<file path="config.mk">
export PLATFORM = sky130hd
export DESIGN_NAME = wb_burst_reader_flat
export DESIGN_NICKNAME = d
export VERILOG_FILES = /design/src/rtl/wb_burst_reader_pkg.sv /design/src/rtl/wb_burst_reader_if.sv /design/src/rtl/wb_burst_reader_sync_fifo.sv /design/src/rtl/wb_burst_reader.sv /design/src/flat_wrapper.sv
export SDC_FILE = /design/constraint.sdc
export NUM_CORES = 1
export LEC_CHECK = 0
export CAP_MARGIN = 20
export CORE_MARGIN = 8
export CORE_UTILIZATION = 30
export CTS_BUF_LIST = sky130_fd_sc_hd__clkbuf_2
export DETAILED_ROUTE_END_ITERATION = 12
export HOLD_SLACK_MARGIN = 0.06
export PLACE_DENSITY = 0.57
export SLEW_MARGIN = 10
export SYNTH_ARGS = -nofsm -noshare
export SYNTH_HDL_FRONTEND = slang
export SYNTH_SLANG_ARGS = --single-unit
</file>
<file path="constraint.sdc">
create_clock -name clk -period 5.15 [get_ports clk]
set_input_delay 0.7725 -clock clk [delete_from_list [all_inputs] [get_ports clk]]
set_output_delay 0.7725 -clock clk [all_outputs]
set_load 0.01 [all_outputs]
</file>
<file path="src/rtl/wb_burst_reader_pkg.sv">
// Shared encodings for the Wishbone burst reader: cycle type and burst type
// codes, plus the controller state type.
package wb_burst_pkg;
  localparam logic [2:0] CTI_CLASSIC = 3'b000;
  localparam logic [2:0] CTI_INCR    = 3'b010;
  localparam logic [2:0] CTI_EOB     = 3'b111;
  localparam logic [1:0] BTE_LINEAR  = 2'b00;

  typedef enum logic [1:0] {
    IDLE,
    WAIT_SPACE,
    BURST
  } state_t;
endpackage

</file>
<file path="src/rtl/wb_burst_reader_if.sv">
// Wishbone B4 bus bundle. clk and rst travel with the bus so that master and
// slave share them.
interface wshb_if (
  input logic clk,
  input logic rst
);
  logic [31:0] adr;
  logic [31:0] dat_ms;
  logic [31:0] dat_sm;
  logic [3:0]  sel;
  logic        we;
  logic        cyc;
  logic        stb;
  logic [2:0]  cti;
  logic [1:0]  bte;
  logic        ack;
  logic        err;
  logic        rty;

  modport master (
    input  clk, rst, dat_sm, ack, err, rty,
    output adr, dat_ms, sel, we, cyc, stb, cti, bte
  );

  modport slave (
    input  clk, rst, adr, dat_ms, sel, we, cyc, stb, cti, bte,
    output dat_sm, ack, err, rty
  );
endinterface

</file>
<file path="src/rtl/wb_burst_reader_sync_fifo.sv">
// Single-clock FIFO with a synchronous active-high reset. The head word is
// read straight from storage, so a word pushed on one edge is visible right after it.
module sync_fifo #(
  parameter int WIDTH = 32,
  parameter int DEPTH = 16
) (
  input  logic                   clk,
  input  logic                   rst,
  input  logic                   push,
  input  logic                   pop,
  input  logic [WIDTH-1:0]       din,
  output logic [WIDTH-1:0]       dout,
  output logic                   full,
  output logic                   empty,
  output logic [$clog2(DEPTH):0] count
);
  localparam int AW = (DEPTH > 1) ? $clog2(DEPTH) : 1;
  localparam int CW = $clog2(DEPTH) + 1;

  logic [WIDTH-1:0] mem [DEPTH];
  logic [AW-1:0]    wr_ptr;
  logic [AW-1:0]    rd_ptr;
  logic             do_push;
  logic             do_pop;

  assign full    = (count == CW'(DEPTH));
  assign empty   = (count == '0);
  assign do_push = push && !full;
  assign do_pop  = pop && !empty;
  assign dout    = mem[rd_ptr];

  always_ff @(posedge clk) begin
    if (do_push) mem[wr_ptr] <= din;
  end

  always_ff @(posedge clk) begin
    if (rst) begin
      wr_ptr <= '0;
      rd_ptr <= '0;
      count  <= '0;
    end else begin
      if (do_push) wr_ptr <= (wr_ptr == AW'(DEPTH - 1)) ? '0 : wr_ptr + 1'b1;
      if (do_pop)  rd_ptr <= (rd_ptr == AW'(DEPTH - 1)) ? '0 : rd_ptr + 1'b1;
      case ({do_push, do_pop})
        2'b10:   count <= count + 1'b1;
        2'b01:   count <= count - 1'b1;
        default: ;
      endcase
    end
  end
endmodule

</file>
<file path="src/rtl/wb_burst_reader.sv">
// Wishbone read engine: streams nb_words words from base_adr into a
// valid/ready stream, opening a burst only when the FIFO can hold all of it.
//
// state      | meaning
// IDLE       | waiting for start
// WAIT_SPACE | sizing next burst, waiting for FIFO room
// BURST      | cyc/stb high, one word per ack
module wb_burst_reader
  import wb_burst_pkg::*;
#(
  parameter int BURST_LEN  = 8,
  parameter int FIFO_DEPTH = 16,
  parameter int LEN_W      = 16
) (
  wshb_if.master           wb_m,
  input  logic             start,
  input  logic [31:0]      base_adr,
  input  logic [LEN_W-1:0] nb_words,
  output logic             busy,
  output logic             done,
  output logic             error,
  output logic [31:0]      out_data,
  output logic             out_valid,
  input  logic             out_ready
);
  localparam int BEAT_W = $clog2(BURST_LEN) + 1;
  localparam int CNT_W  = $clog2(FIFO_DEPTH) + 1;

  state_t            state;
  logic [31:0]       adr_cur;
  logic [31:0]       adr_q;
  logic [LEN_W-1:0]  remaining;
  logic [BEAT_W-1:0] beat_cnt;
  logic [BEAT_W-1:0] beats;
  logic              cyc_q;
  logic [3:0]        sel_q;
  logic [2:0]        cti_q;
  logic [CNT_W-1:0]  fifo_count;
  logic [CNT_W-1:0]  free_slots;
  logic              fifo_full;
  logic              fifo_empty;
  logic              push;
  logic              pop;

  assign beats      = (remaining < LEN_W'(BURST_LEN)) ? remaining[BEAT_W-1:0] : BEAT_W'(BURST_LEN);
  assign free_slots = CNT_W'(FIFO_DEPTH) - fifo_count;
  assign push       = cyc_q && wb_m.ack && !wb_m.err && !fifo_full;
  assign pop        = out_valid && out_ready;
  assign out_valid  = !fifo_empty;

  assign wb_m.adr    = adr_q;
  assign wb_m.dat_ms = '0;
  assign wb_m.sel    = sel_q;
  assign wb_m.we     = 1'b0;
  assign wb_m.cyc    = cyc_q;
  assign wb_m.stb    = cyc_q;
  assign wb_m.cti    = cti_q;
  assign wb_m.bte    = BTE_LINEAR;

  always_ff @(posedge wb_m.clk) begin
    if (wb_m.rst) begin
      state     <= IDLE;
      adr_cur   <= '0;
      adr_q     <= '0;
      remaining <= '0;
      beat_cnt  <= '0;
      cyc_q     <= 1'b0;
      sel_q     <= 4'h0;
      cti_q     <= CTI_CLASSIC;
      busy      <= 1'b0;
      done      <= 1'b0;
      error     <= 1'b0;
    end else begin
      done <= 1'b0;
      case (state)
        IDLE: begin
          if (start) begin
            if (nb_words == '0) begin
              done <= 1'b1;
            end else begin
              adr_cur   <= base_adr & 32'hFFFF_FFFC;
              remaining <= nb_words;
              error     <= 1'b0;
              busy      <= 1'b1;
              state     <= WAIT_SPACE;
            end
          end
        end
        WAIT_SPACE: begin
          if (free_slots >= CNT_W'(beats)) begin
            beat_cnt <= beats;
            adr_q    <= adr_cur;
            cyc_q    <= 1'b1;
            sel_q    <= 4'hF;
            cti_q    <= (beats == BEAT_W'(1)) ? CTI_EOB : CTI_INCR;
            state    <= BURST;
          end
        end
        BURST: begin
          if (wb_m.err) begin
            cyc_q <= 1'b0;
            sel_q <= 4'h0;
            cti_q <= CTI_CLASSIC;
            error <= 1'b1;
            busy  <= 1'b0;
            state <= IDLE;
          end else if (wb_m.ack) begin
            adr_cur   <= adr_cur + 32'd4;
            remaining <= remaining - 1'b1;
            beat_cnt  <= beat_cnt - 1'b1;
            if (beat_cnt == BEAT_W'(1)) begin
              cyc_q <= 1'b0;
              sel_q <= 4'h0;
              cti_q <= CTI_CLASSIC;
              if (remaining == LEN_W'(1)) begin
                done  <= 1'b1;
                busy  <= 1'b0;
                state <= IDLE;
              end else begin
                state <= WAIT_SPACE;
              end
            end else begin
              // cti is registered, so the end-of-burst code is set one beat early
              adr_q <= adr_cur + 32'd4;
              if (beat_cnt == BEAT_W'(2)) cti_q <= CTI_EOB;
            end
          end
        end
        default: state <= IDLE;
      endcase
    end
  end

  sync_fifo #(
    .WIDTH(32),
    .DEPTH(FIFO_DEPTH)
  ) u_fifo (
    .clk  (wb_m.clk),
    .rst  (wb_m.rst),
    .push (push),
    .pop  (pop),
    .din  (wb_m.dat_sm),
    .dout (out_data),
    .full (fifo_full),
    .empty(fifo_empty),
    .count(fifo_count)
  );
endmodule
</file>
<file path="src/flat_wrapper.sv">
// flat-port wrapper written by rule: the top's interface ports become plain ports
module wb_burst_reader_flat import wb_burst_pkg::*;
#(
  parameter int BURST_LEN  = 8,
  parameter int FIFO_DEPTH = 16,
  parameter int LEN_W      = 16
)
  (start, base_adr, nb_words, busy, done, error, out_data, out_valid, out_ready, clk, rst, wb_m_dat_sm, wb_m_ack, wb_m_err, wb_m_rty, wb_m_adr, wb_m_dat_ms, wb_m_sel, wb_m_we, wb_m_cyc, wb_m_stb, wb_m_cti, wb_m_bte);
  wshb_if wb_m_i (.clk(clk), .rst(rst));
  input  logic start;
  input  logic [31:0] base_adr;
  input  logic [LEN_W-1:0] nb_words;
  output logic busy;
  output logic done;
  output logic error;
  output logic [31:0] out_data;
  output logic out_valid;
  input  logic out_ready;
  input wire logic clk;
  input wire logic rst;
  input wire logic [$bits(wb_m_i.dat_sm)-1:0] wb_m_dat_sm;
  input wire logic [$bits(wb_m_i.ack)-1:0] wb_m_ack;
  input wire logic [$bits(wb_m_i.err)-1:0] wb_m_err;
  input wire logic [$bits(wb_m_i.rty)-1:0] wb_m_rty;
  output wire logic [$bits(wb_m_i.adr)-1:0] wb_m_adr;
  output wire logic [$bits(wb_m_i.dat_ms)-1:0] wb_m_dat_ms;
  output wire logic [$bits(wb_m_i.sel)-1:0] wb_m_sel;
  output wire logic [$bits(wb_m_i.we)-1:0] wb_m_we;
  output wire logic [$bits(wb_m_i.cyc)-1:0] wb_m_cyc;
  output wire logic [$bits(wb_m_i.stb)-1:0] wb_m_stb;
  output wire logic [$bits(wb_m_i.cti)-1:0] wb_m_cti;
  output wire logic [$bits(wb_m_i.bte)-1:0] wb_m_bte;
  assign wb_m_i.dat_sm = wb_m_dat_sm;
  assign wb_m_i.ack = wb_m_ack;
  assign wb_m_i.err = wb_m_err;
  assign wb_m_i.rty = wb_m_rty;
  assign wb_m_adr = wb_m_i.adr;
  assign wb_m_dat_ms = wb_m_i.dat_ms;
  assign wb_m_sel = wb_m_i.sel;
  assign wb_m_we = wb_m_i.we;
  assign wb_m_cyc = wb_m_i.cyc;
  assign wb_m_stb = wb_m_i.stb;
  assign wb_m_cti = wb_m_i.cti;
  assign wb_m_bte = wb_m_i.bte;
  wb_burst_reader #(.BURST_LEN(BURST_LEN), .FIFO_DEPTH(FIFO_DEPTH), .LEN_W(LEN_W)) u_core (.wb_m(wb_m_i), .start(start), .base_adr(base_adr), .nb_words(nb_words), .busy(busy), .done(done), .error(error), .out_data(out_data), .out_valid(out_valid), .out_ready(out_ready));
endmodule
</file>
# Yosys cells after proc, flatten, opt, wreduce, memory -nomap -nowiden
# Memory sizes are Yosys's and may differ from the RTL's. A register that Yosys moved wholly into a read port is not among the register bits.
# Cells that the tools add are included.
[classes] reduce_logical=23 n_addsub=8 mux=70 magnitude_cmp=2 n_eq_ne=22
[op_table] op="two-way mux 32 bit" n=8
[op_table] op="one-hot mux 32 bit (2 select lines)" n=2
[op_table] op="two-way mux 16 bit" n=4
[op_table] op="two-way mux 4 bit" n=12
[op_table] op="adder 32 x 3 -> 32 bit, second input constant" n=1
[op_table] op="one-hot mux 16 bit (2 select lines)" n=1
[op_table] op="two-way mux 1 bit" n=22
[op_table] op="two-way mux 3 bit" n=6
[op_table] op="== test 16 x 1 -> 1 bit, second input constant" n=1
[op_table] op="logical NOT 16 bit" n=1
[op_table] op="less-than comparator 16 x 4 -> 1 bit, second input constant" n=1
[op_table] op="one-hot mux 4 bit (2 select lines)" n=2
[op_table] op="AND reduction 4 bit" n=4
[op_table] op="subtractor 16 x 1 -> 16 bit, second input constant" n=1
[op_table] op="AND reduction 5 bit" n=3
[op_table] op="two-way mux 2 bit" n=6
[op_table] op="!= test 2 bit, second input constant" n=6
[op_table] op="one-hot mux 5 bit (2 select lines)" n=1
[op_table] op="adder 4 x 1 -> 4 bit, second input constant" n=2
[op_table] op="== test 4 x 1 -> 1 bit, second input constant" n=2
[op_table] op="== test 4 bit, second input constant" n=2
[op_table] op="one-hot mux 1 bit (2 select lines)" n=4
[op_table] op="logical AND 1 bit" n=6
[op_table] op="!= test 3 x 2 -> 1 bit, second input constant" n=2
[op_table] op="other kinds (19)" n=25
[totals] mem_bits_rw=512 n_memories=1 reg_bits=110 word_cells=140 inputBits=87 output_inout_bits=112
[mem_list] name="u_core.u_fifo.mem" words=16 width=32 read_ports=1 rd_ports_with_merged_regs=1 wr=1 line="wb_burst_reader_sync_fifo.sv:20" text="logic [WIDTH-1:0] mem [DEPTH];"

# Longest topological paths before layout
[depth] depth_word=6 mapped_depth=16 depth_no_buf=16

# Hierarchy
# Synthesis repeated with hierarchy kept, for this count alone.
[unflattened] cells_unflattened=1549 hier_area_um2=25881.1
[modules_own_cells] module="sync_fifo" area_each_um2=20289.5 cells_per_inst=827 seq_area_each_um2=15715.1 instances=1
[modules_own_cells] module="wb_burst_reader" area_each_um2=5591.6 cells_per_inst=722 seq_area_each_um2=1761.7 instances=1

# Worst setup path before layout
# OpenSTA, ideal clock, no wires.
[synth_path] kind="reg2reg" start="register u_core.u_fifo.count[0]" end="memory u_core.u_fifo.mem[0][0] (enable)" period_less_slack_ps=5119 path_buffers=0 arrival_ps=4618 path_stages_with_launch=8 slack_ps=31 required_time_ps=4649 setup_time_ps=501 cell_sequence="dfxtp_1 -> inv_1 -> ha_1 -> nor3b_1 -> ha_1 -> and4bb_2 -> clkinv_1 -> nor4_1"
[synth_via] elab_chain_len=6
[synth_lines] element="start: declaration" line="wb_burst_reader_sync_fifo.sv:15" text="output logic [$clog2(DEPTH):0] count"
[synth_lines] element="start signal: assignment" line="wb_burst_reader_sync_fifo.sv:45" text="2'b10: count <= count + 1'b1;"
[synth_lines] element="start signal: assignment" line="wb_burst_reader_sync_fifo.sv:46" text="2'b01: count <= count - 1'b1;"
[synth_lines] element="== test 5 bit (*)" line="wb_burst_reader_sync_fifo.sv:26" text="assign full = (count == CW'(DEPTH));"
[synth_lines] element="logical NOT 1 bit (*)" line="wb_burst_reader_sync_fifo.sv:28, wb_burst_reader.sv:47"
[synth_lines] element="logical AND 1 bit" line="wb_burst_reader.sv:47" text="assign push = cyc_q && wb_m.ack && !wb_m.err && !fifo_full;"
[synth_lines] element="logical AND 1 bit (*)" line="wb_burst_reader_sync_fifo.sv:28" text="assign do_push = push && !full;"
[synth_lines] element="two-way mux 1 bit (*)" line="wb_burst_reader_sync_fifo.sv:33" text="if (do_push) mem[wr_ptr] <= din;"
[synth_lines] element="two-way mux 1 bit (implied by the code) (*)" line="wb_burst_reader_sync_fifo.sv:33"
[synth_lines] element="end: declaration" line="wb_burst_reader_sync_fifo.sv:20"
# Mark *: on every way between the ends. The rest lies on a longest branch, timed or not.

==> flow_summary.json <==
{
  "grt_usage_pct": 13.2,
  "cts_sinks": 617,
  "holdPathEnd": "u_core.adr_cur[2]",
  "fmax_mhz": 217,
  "ys_async_sr_fraction_pct": 0,
  "ant_nets": 0,
  "whs_path_depth": 3,
  "fin_crit_ns": 4.60,
  "wl_met2_mm": 30.6,
  "start_kind": "flop",
  "cts_made_buffers": 158,
  "synth_top_area_share_pct": 59.9,
  "synth_area_leaders": "edfxtp_1 (60%), mux4_2 (14%), dfxtp_1 (8.2%)",
  "slew-limit-headroom_pct": 25.4,
  "hold_violations": 0,
  "synth_seq_cells": 617,
  "ios": 199,
  "clock_skew_ns": 0.0979,
  "status": "finished, final reports clean",
  "die_x_um": 309,
  "finalCritPeriodShare_pct": 89.3,
  "fill_cells": 8053,
  "vias": 15000,
  "reg2reg_from": "u_core.remaining[4]",
  "place_congestion": 0.816,
  "dpl_worst_slack_ns": 1.13,
  "row_count": 107,
  "fin_ws_ns": 0.550,
  "drt-initial-drc-count": 1031,
  "dp_hpwl_mm": 37.4,
  "powerDensity_nw_per_um2": 416,
  "reg2reg_to": "u_core.wb_m.adr[5]",
  "worst_slew_pin_slew_ns": 1.11,
  "arrival_ns": 3.83,
  "ir_drop_mv": 0.233,
  "cts.clk_slew.worst_paths_ns": 0.11,
  "routed-wl-met3_mm": 4.42,
  "reg2reg_depth": 12,
  "ys_warn_count": 0,
  "cp.required_ns": 4.38,
  "initial_core_util_pct": 30.2,
  "synth_area_leader_cell": "edfxtp_1",
  "grt-ovfl-total": 0,
  "synthCells": 1540,
  "antenna_found_initial": 4,
  "drive_above_1_share_pct": 24.9,
  "slew_viol_final": 0,
  "clkLatencyLatePin_ns": 1.24,
  "fin_nets": 1921,
  "synth_common_cells": "edfxtp_1 (512), mux4_2 (160), dfxtp_1 (105)",
  "crit_type": "reg2out",
  "cts_tree": "done",
  "wl_mm": 63.4,
  "core_um2": 85000,
  "grt_setup_unrepaired": "no",
  "htreeDepth": 4,
  "post_cts_buffers": 0,
  "grt_pass1_vias": 15700,
  "synth_flop_cell": "edfxtp_1",
  "dieArea_um2": 95200,
  "grt_pass1_wl_mm": 95.8,
  "timing.reg2reg.setup_slack_ns": 1.09,
  "dr.pass1.iters": 5,
  "setup_tns_ns": 0,
  "crit_path_max_fanout": 35,
  "vias_per_cell": 4.93,
  "ctsLongestPathBuffers": 3,
  "ctsRootBufferMaster": "clkbuf_2",
  "syn_area_um2": 25700,
  "syn_avg_cell_area_um2": 16.7,
  "met1_length_mm": 27.3,
  "setup_viol": 0,
  "drc": 0,
  "end_kind": "output pin",
  "area_growth_pct": 17.3,
  "yosysMostFrequentCell": "edfxtp_1",
  "min_path_type": "in2reg",
  "grt_start_max_net_pins": 129,
  "routedWlPerCell_um": 20.8,
  "port_buffers": 158,
  "synth-edff-count": 512,
  "hold_start": "base_adr[2]",
  "cap_violations": 0,
  "synth_seq_area_share_pct": 68.1,
  "die_h_um": 309,
  "top_layer": "met5",
  "ys_types": 72,
  "p_leak_nw": 9.44
}
layer usage:
layer,global-route usage [%],vias up
li1,-,6667
met1,17.2,7673
met2,21.0,569
met3,3.97,104
met4,4.26,2
met5,0,-
cells by family (layout without fill, tap and decap cells):
kind of cell	after synthesis	count (layout)	share of synthesized area (%)
AO/OA/AOI/OAI	214	214	5.45
buffers and inverters	176	500	3.48
adder cells (fa/ha/maj)	27	27	1.35
other	1	41	0.0146
flip-flops	617	617	68.1
XOR/XNOR	37	37	1.26
multiplexers	174	174	14.6
AND/OR/NAND/NOR	294	294	5.78
registers in the layout, summed over array words and instances, names as in the netlist, named ones only:
name	flops
u_core.u_fifo.mem	512
u_core.done	1
u_core.beat_cnt	4
u_core.wb_m.sel	1
u_core.busy	1
u_core.u_fifo.count	5
u_core.u_fifo.wr_ptr	4
u_core.u_fifo.rd_ptr	4
u_core.remaining	16
u_core.adr_cur	30
u_core.error	1
u_core.wb_m.cti	2
u_core.state	2
u_core.wb_m.adr	30
how the worst max path moves through the flow:
stage | start | end
4_1_cts | flop | out_data[2]
2_1_floorplan | u_core.u_fifo.count[0] | u_core.u_fifo.mem[0][0]
6_report | flop | out_data[2]
3_5_place_dp | wb_m_err | u_core.u_fifo.count[4]
3_3_place_gp | wb_m_err | u_core.u_fifo.count[4]
5_1_grt | flop | out_data[2]
layout make-up:
class	instances	area, um2	area share [%]
clock buffer	214	1070	3.56
sequential	617	17500	58.1
antenna	4	10.0	0.0332
multi-input combinational	783	7530	25.0
tap	1144	1430	4.75
timing repair buffer	214	2160	7.16
clock inverter	39	305	1.01
inverter	33	124	0.411
power by group:
| group | total, mW | switching (mW) | leakage [nW] | internal, mW |
|---|---|---|---|---|
| logic | 3.18 | 1.74 | 2.93 | 1.44 |
| registers | 6.04 | 0.364 | 5.46 | 5.68 |
| clock network | 3.30 | 1.96 | 1.04 | 1.33 |
| total | 12.5 | 4.07 | 9.44 | 8.45 |
placed cells by master (no fill, tap or decap), types with 24 or more instances in the layout:
| cell type | n |
|---|---|
| a211oi_1 | 34 |
| a21oi_1 | 57 |
| a22oi_1 | 24 |
| buf_4 | 30 |
| clkbuf_2 | 214 |
| clkdlybuf4s50_1 | 157 |
| conb_1 | 37 |
| dfxtp_1 | 101 |
| edfxtp_1 | 512 |
| ha_1 | 25 |
| inv_1 | 32 |
| mux4_2 | 160 |
| nand2_1 | 56 |
| nand3_1 | 24 |
| nor2_1 | 85 |
| nor3_1 | 31 |
| o21ai_0 | 31 |
through the flow:
| step | area (um2) | util, % | power (mW) | hold slack (ns) | cells |
|---|---|---|---|---|---|
| global route | 30100 | 35.4 | 13.3 | 0.0809 | 3047 |
| finish | 30100 | 35.4 | 12.5 | 0.279 | 3048 |
| detailed placement | 28600 | 33.6 | 9.31 | 0.458 | 2773 |
| floorplan | 25800 | - | 8.36 | 0.450 | 1576 |
| CTS | 30100 | 35.4 | 12.7 | 0.0602 | 3044 |
| global placement | 28600 | 33.6 | 9.23 | 0.444 | 2773 |
timing repair:
item                      4_1_cts  5_1_grt
resized for setup               0        0
hold endpoints to repair       25        0
hold buffers                   18        0
critical path: stages, from the launching register on:
cell and delay, ns:
dfxtp_4 0.42, buf_4 0.62, mux4_2 0.60, mux4_2 0.53, clkdlybuf4s50_1 0.51
Power figures use the tool's default switching activity.
